===== config.mk =====
export PLATFORM = sky130hd
export DESIGN_NAME = serial_adder_unit
export DESIGN_NICKNAME = d
export VERILOG_FILES = /design/src/rtl/serial_adder_unit.sv
export SDC_FILE = /design/constraint.sdc
export NUM_CORES = 1
export LEC_CHECK = 0
export CORE_ASPECT_RATIO = 0.6
export CORE_MARGIN = 3
export CORE_UTILIZATION = 30
export CTS_CLUSTER_DIAMETER = 200
export DETAILED_ROUTE_END_ITERATION = 7
export PLACE_DENSITY = 0.54
export SLEW_MARGIN = 15
export SYNTH_ARGS = -nofsm -noshare
export SYNTH_HDL_FRONTEND = slang
export SYNTH_SLANG_ARGS = --single-unit

===== constraint.sdc =====
create_clock -name clk -period 1.7 [get_ports clk]
set_clock_uncertainty 0.05 [all_clocks]
set_input_delay 0.51 -clock clk [delete_from_list [all_inputs] [get_ports clk]]
set_output_delay 0.51 -clock clk [all_outputs]
set_load 0.005 [all_outputs]

===== src/rtl/serial_adder_unit.sv =====
// rtl/serial_adder_unit.sv - bit-serial add/subtract unit built around a 1-bit full adder
// Operands are consumed LSB first, one bit per clock; the carry flip-flop closes the loop between cycles.

module full_adder (
  input  logic a,
  input  logic b,
  input  logic ci,
  output logic s,
  output logic co
);
  assign s  = a ^ b ^ ci;
  assign co = (a & b) | (a & ci) | (b & ci);
endmodule

module serial_adder_unit #(
  parameter int WIDTH = 8
) (
  input  logic             clk,
  input  logic             rst_n,
  input  logic             start,
  input  logic             sub,
  input  logic [WIDTH-1:0] A,
  input  logic [WIDTH-1:0] B,
  output logic             busy,
  output logic             done,
  output logic [WIDTH-1:0] Sum,
  output logic             Cout,
  output logic             Overflow
);
  localparam int CW = (WIDTH > 2) ? $clog2(WIDTH) : 1;
  localparam logic [CW-1:0] LAST = CW'(WIDTH - 1);

  typedef enum logic [1:0] {IDLE, SHIFT, DONE} state_t;

  state_t            state, state_d;
  logic [WIDTH-1:0]  op_a, op_b, acc;
  logic [CW-1:0]     cnt;
  logic              carry;
  logic              fa_s, fa_co;
  logic              load, last_step;

  full_adder u_fa (
    .a  (op_a[0]),
    .b  (op_b[0]),
    .ci (carry),
    .s  (fa_s),
    .co (fa_co)
  );

  // start is only honoured when no operation is in flight (IDLE or the DONE cycle)
  assign load      = start && (state != SHIFT);
  assign last_step = (state == SHIFT) && (cnt == LAST);

  always_comb begin
    state_d = state;
    case (state)
      IDLE:    if (start) state_d = SHIFT;
      SHIFT:   if (cnt == LAST) state_d = DONE;
      DONE:    state_d = start ? SHIFT : IDLE;
      default: state_d = IDLE;
    endcase
  end

  always_ff @(posedge clk) begin
    if (!rst_n) begin
      state    <= IDLE;
      op_a     <= '0;
      op_b     <= '0;
      acc      <= '0;
      cnt      <= '0;
      carry    <= 1'b0;
      busy     <= 1'b0;
      done     <= 1'b0;
      Sum      <= '0;
      Cout     <= 1'b0;
      Overflow <= 1'b0;
    end else begin
      state <= state_d;
      busy  <= (state_d == SHIFT);
      done  <= last_step;
      if (load) begin
        op_a  <= A;
        op_b  <= sub ? ~B : B;
        carry <= sub;
        cnt   <= '0;
      end else if (state == SHIFT) begin
        op_a  <= op_a >> 1;
        op_b  <= op_b >> 1;
        acc   <= {fa_s, acc[WIDTH-1:1]};
        carry <= fa_co;
        cnt   <= last_step ? '0 : cnt + CW'(1);
      end
      // on the MSB step carry still holds the carry into the MSB
      if (last_step) begin
        Sum      <= {fa_s, acc[WIDTH-1:1]};
        Cout     <= fa_co;
        Overflow <= carry ^ fa_co;
      end
    end
  end
endmodule


======== Word level (Yosys, flattened, before mapping) ========
Index checks and enable logic that the tools add are counted.
storage, ports and cells
  register bits ........................... 42
  input bits .............................. 20
  output and inout bits ................... 12
  logic and storage cells ................. 46
cells by class
  $add $sub $neg .......................... 1
  equality and inequality tests ........... 5
  muxes and demuxes ....................... 12
  bitwise logic cells ..................... 11
  reduce and logical (&&, ||, !) cells .... 6
operators by type and width
  kind                 count
  $mux 8               5
  $not 8->8            1
  $pmux 2 s3           1
  $eq 2x1->1 const B   2
  $mux 2               2
  $add 3x1->3 const B  1
  $and 1x1->1          3
  $eq 3x3->1 const B   1
  $mux 1               3
  $mux 3               1
  $xor 1x1->1          3
  $eq 2x2->1 const B   1
  $logic_and 1x1->1    2
  $logic_not 2->1      1
  $ne 2x1->1 const B   1
  $not 1->1            2
  $or 1x1->1           2
  $reduce_and 2->1     1
  $reduce_bool 2->1    1
  $reduce_or 2->1      1

======== Longest topological paths before layout ========
  depth in word-level cells ............... 5
  mapped depth ............................ 6
  gate-level depth less buffers ........... 5

======== By module ========
Synthesis repeated with hierarchy kept, for this count alone.
second synthesis, totals
  cells, all modules ...................... 195
  area, all modules ....................... 1843.0 µm²
modules (own cells, without submodules)
  module             times used  cells an instance  area each (µm²)  seq. area each (µm²)
  serial_adder_unit  1           194                1823.0           820.8
  full_adder         1           1                  20.0             0.0

======== Least setup slack after synthesis ========
OpenSTA, ideal clock, no wires.
  kind .................................... register to register
  from .................................... register cnt[0]
  to ...................................... register Overflow
  setup time .............................. 0.116 ns
  arrival time ............................ 1.260 ns
  required time ........................... 1.534 ns
  setup slack ............................. 0.274 ns
  cell stages (with the launch flop) ...... 6
  path buffers ............................ 1
  clock period less this slack ............ 1.426 ns
  cells stage by stage .................... dfxtp_1 -> ha_1 -> ha_1 -> and3b_2 -> buf_6 -> o211a_1
on the way
  cells in the longest elaborated chain, start to end .. 2
ends and longest elaborated chain
  what                    line  RTL
  from (decl)             37    logic [CW-1:0] cnt;
  from (signal assigned)  91    cnt <= last_step ? '0 : cnt + CW'(1);
  $eq 3x3->1              52    assign last_step = (state == SHIFT) && (cnt == LAST);
  $logic_and 1x1->1       52
  to (signal assigned)    97    Overflow <= carry ^ fa_co;
  to (decl)               28    output logic Overflow
Every way passes these cells.
A chain may end at the register's enable or synchronous reset.

======== Worst setup path after layout ========
  from .................................... register Sum[1]
  to ...................................... output port Sum[1]
RTL lines
  what                    line  RTL
  from (decl)             26    output logic [WIDTH-1:0] Sum,
  from (signal assigned)  95    Sum <= {fa_s, acc[WIDTH-1:1]};
No word-level cell between the ends.

==> metrics.md <==
| Metric | Value |
|---|---|
| # nets final | `about 250` |
| Post-CTS setup repair buffer count | `0` |
| Total wire length | `around 3700 µm` |
| DRC marker count from the first detailed-route iteration | `59` |
| Grt met2 use | `between 10% and 20%` |
| CTS sink count | `just over 40` |
| Multi-input gate area | `around 900 µm²` |
| Worst r2r src | `cnt[0]` |
| Average size of a mapped cell | `~9.5 µm²` |
| Reg2Reg Depth | `5` |
| Die area | `a little over 0.007 mm²` |
| Clock tree buffer depth | `2` |
| Maximum fanout along the worst path | `2` |
| YS warnings | `0` |
| Placed cell areas | `between 0.002 and 0.0025 mm²` |
| Vias in the first global route | `between 1,000 and 1,500` |
| Req. time, crit path | `between 1 and 1.5 ns` |
| Largest cells by area after synthesis | `dfxtp_1, nand2_1, mux2i_1` |
| Post-DR vias/cell | `4.505` |
| Std cell rows | `21` |
| Reg clk slew, reported paths | `~0.080 ns` |
| Total congestion overflow | `0` |
| Sequential area share after synthesis | `between 40 and 50%` |
| CP peak stage delay | `0.49 ns` |
| Reg2Reg Setup Slack | `around 0.22 ns` |
| First-pass GRT wire length | `6244 µm` |
| Crit path to | `Sum[1]` |
| Share of layout cells above drive strength 1 | `14.72%` |
| All-Layer GR Usage | `11.08%` |
| GRT Max-Usage Layer | `met1` |
| Leakage | `approximately 1.1 nW` |
| Setup violators final | `0` |
| IO Pins | `32` |
| DRC Markers | `0` |
| Power Dens Cells | `823.5 mW/mm²` |
| Util after Layout | `between 40 and 50%` |
| Ant. Diodes | `0` |
| Post-Synthesis Net Count | `around 220` |
| Final cycle utilization of the critical path | `97.50%` |
| Final Critical Period | `1.657 ns` |
| Commonest cells after routing, fill and taps aside | `nand2_1, dfxtp_1, clkdlybuf4s50_1` |
| Layout area overhead | `27.78%` |
| CTS tree | `done` |
| Max Clk Rate | `roughly 0.60 GHz` |
| RSZ-0062 raised after global routing | `no` |
| 1st-pass router iterations | `4` |
| Worst reg2reg path endpoint | `Overflow` |
| CTS Buf Count | `5` |
| GPL Wtd Cong | `0.6751` |
| Largest net degree at the start of global routing | `48` |
| Register area | `825.8 µm²` |
| Post-synth top area share | `about 44%` |
| Crit path from | `Sum[1]` |
| WP depth | `1` |
| Commonest non-fill, non-tap cell in the layout | `nand2_1` |
| PnR worst setup slack | `~0.043 ns` |
| Flops & latches, synth | `41` |
| Die span in x | `~110 µm` |
| Status | `complete, no violations` |
| Total power | `slightly below 2 mW` |
| Crit-path leading delay family | `buffers and inverters` |
| Post-synthesis cell area | `about 0.0018 mm²` |
| Worst Path Buf+Inv | `1` |
| VDD IR max | `a little over 0.0003 V` |
| Worst slew pin tran | `0.4713 ns` |
| CTS Hold Bufs | `0` |
| Number of routed nets with antenna violations | `0` |
| Design area | `roughly 0.0024 mm²` |
| Root Buffer | `clkbuf_8` |
| Initial antenna violation count | `0` |
| Filler cell count in the final layout | `between 500 and 600` |
| Detailed placement HPWL | `~2500 µm` |
| IO Port Bufs | `31` |
| Crit path DAT | `1.10 ns` |
| Pins Over Slew Limit | `0` |
| H-Tree Depth | `2` |
| Fin. Hold Viols | `0` |
| Place WS | `-0.1302 ns` |
| Initial Util | `32.09%` |
| Routed WL per cell | `roughly 12 µm` |
| Leading area contributor after synthesis | `dfxtp_1` |
| CORE AREA | `0.005754 mm²` |
| Die Y-Extent | `66.78 µm` |
| Worst-skew pair later-pin latency | `between 0.2 and 0.3 ns` |
| CP max stage cell | `clkdlybuf4s50_1` |
| M3 GR Usage | `3.388%` |
| Crit. End Element | `primary output` |
| Synth cell types | `29` |
| Max cap viols | `0` |
| Max-slew headroom | `68.58%` |
| Post-Synthesis Cells | `slightly below 200` |
| Hold crit path type | `reg2reg` |
| Met1 usage in global routing | `16.24%` |
| Critical path class | `reg2out` |
| CP cell instances | `clkdlybuf4s50_1` |
| CP Launch Type | `flip-flop` |
| Vias | `about 1,400` |
## worst min path at each step
stage	start	to	slack, ns	depth (start not counted)
5_1_grt	op_b[6]	op_b[5]	0.43	2
3_3_place_gp	op_b[6]	op_b[5]	0.39	2
3_5_place_dp	op_b[6]	op_b[5]	0.39	2
2_1_floorplan	op_b[1]	op_b[0]	0.38	2
4_1_cts	op_b[6]	op_b[5]	0.40	2
6_report	op_b[6]	op_b[5]	0.40	2
## stage by stage
step	setup TNS, ns	std cells	hold slack [ns]
finish	0	311	0.3987
global route	0	311	0.4272
CTS	0	311	0.4029
detailed placement	-1.104	304	0.3908
global placement	-1.017	304	0.3945
floorplan	0	195	0.3794
## routing by layer
metal | vias to the layer above | routed length, µm
met5 | - | 0
met4 | 0 | 36
met2 | 31 | 1352
li1 | 732 | -
met3 | 6 | 196
met1 | 632 | 2090
## repair_timing
action                     CTS  global route
resized for setup            4            10
pin swaps                    0             0
setup endpoints to repair    4             8
## registers in the layout, indices dropped and copies added (netlist names)
name	flops
op_b	8
Overflow	1
Sum	8
Cout	1
done	1
carry	1
op_a	8
state	2
acc	7
busy	1
cnt	3
## cells by family after synthesis
| logic type | after synthesis | share of synthesized area, % |
|---|---|---|
| fa+ha+maj | 3 | 2.439 |
| simple gates | 79 | 19.65 |
| flops | 41 | 44.44 |
| xor+xnor | 9 | 4.269 |
| mux | 9 | 4.878 |
| compound gates | 37 | 16.94 |
| buf+inv | 17 | 7.385 |
## cell type report
class,instances,share of cell area [%]
Tap cell,80,4.242
Clock buffer,7,3.659
Sequential cell,41,34.99
Multi-Input combinational cell,137,37.70
Inverter,1,0.1591
Timing Repair Buffer,45,19.25
## synthesized netlist by cell type (all sizes together)
cell and n:
nand2b 1, xor2 7, mux2i 9, dfxtp 41, xnor2 2, o22ai 1
inv 1, nor2 2, nand3 9, nand2 49, a211oi 1, and3 1
clkbuf 2, buf 14, o2111ai 7, ha 2, a21boi 18, nand3b 3
and2b 1, or2 7, o211a 9, fa 1, and2 4, and3b 1
o21a 1, nor3 1
## power breakdown
group / internal (mW) / total, mW / switching [mW]
logic: 0.149 / 0.271 / 0.122
registers: 1.01 / 1.03 / 0.0280
clock network: 0.322 / 0.637 / 0.315
total: 1.48 / 1.94 / 0.465
Power figures use the tool's default switching activity.
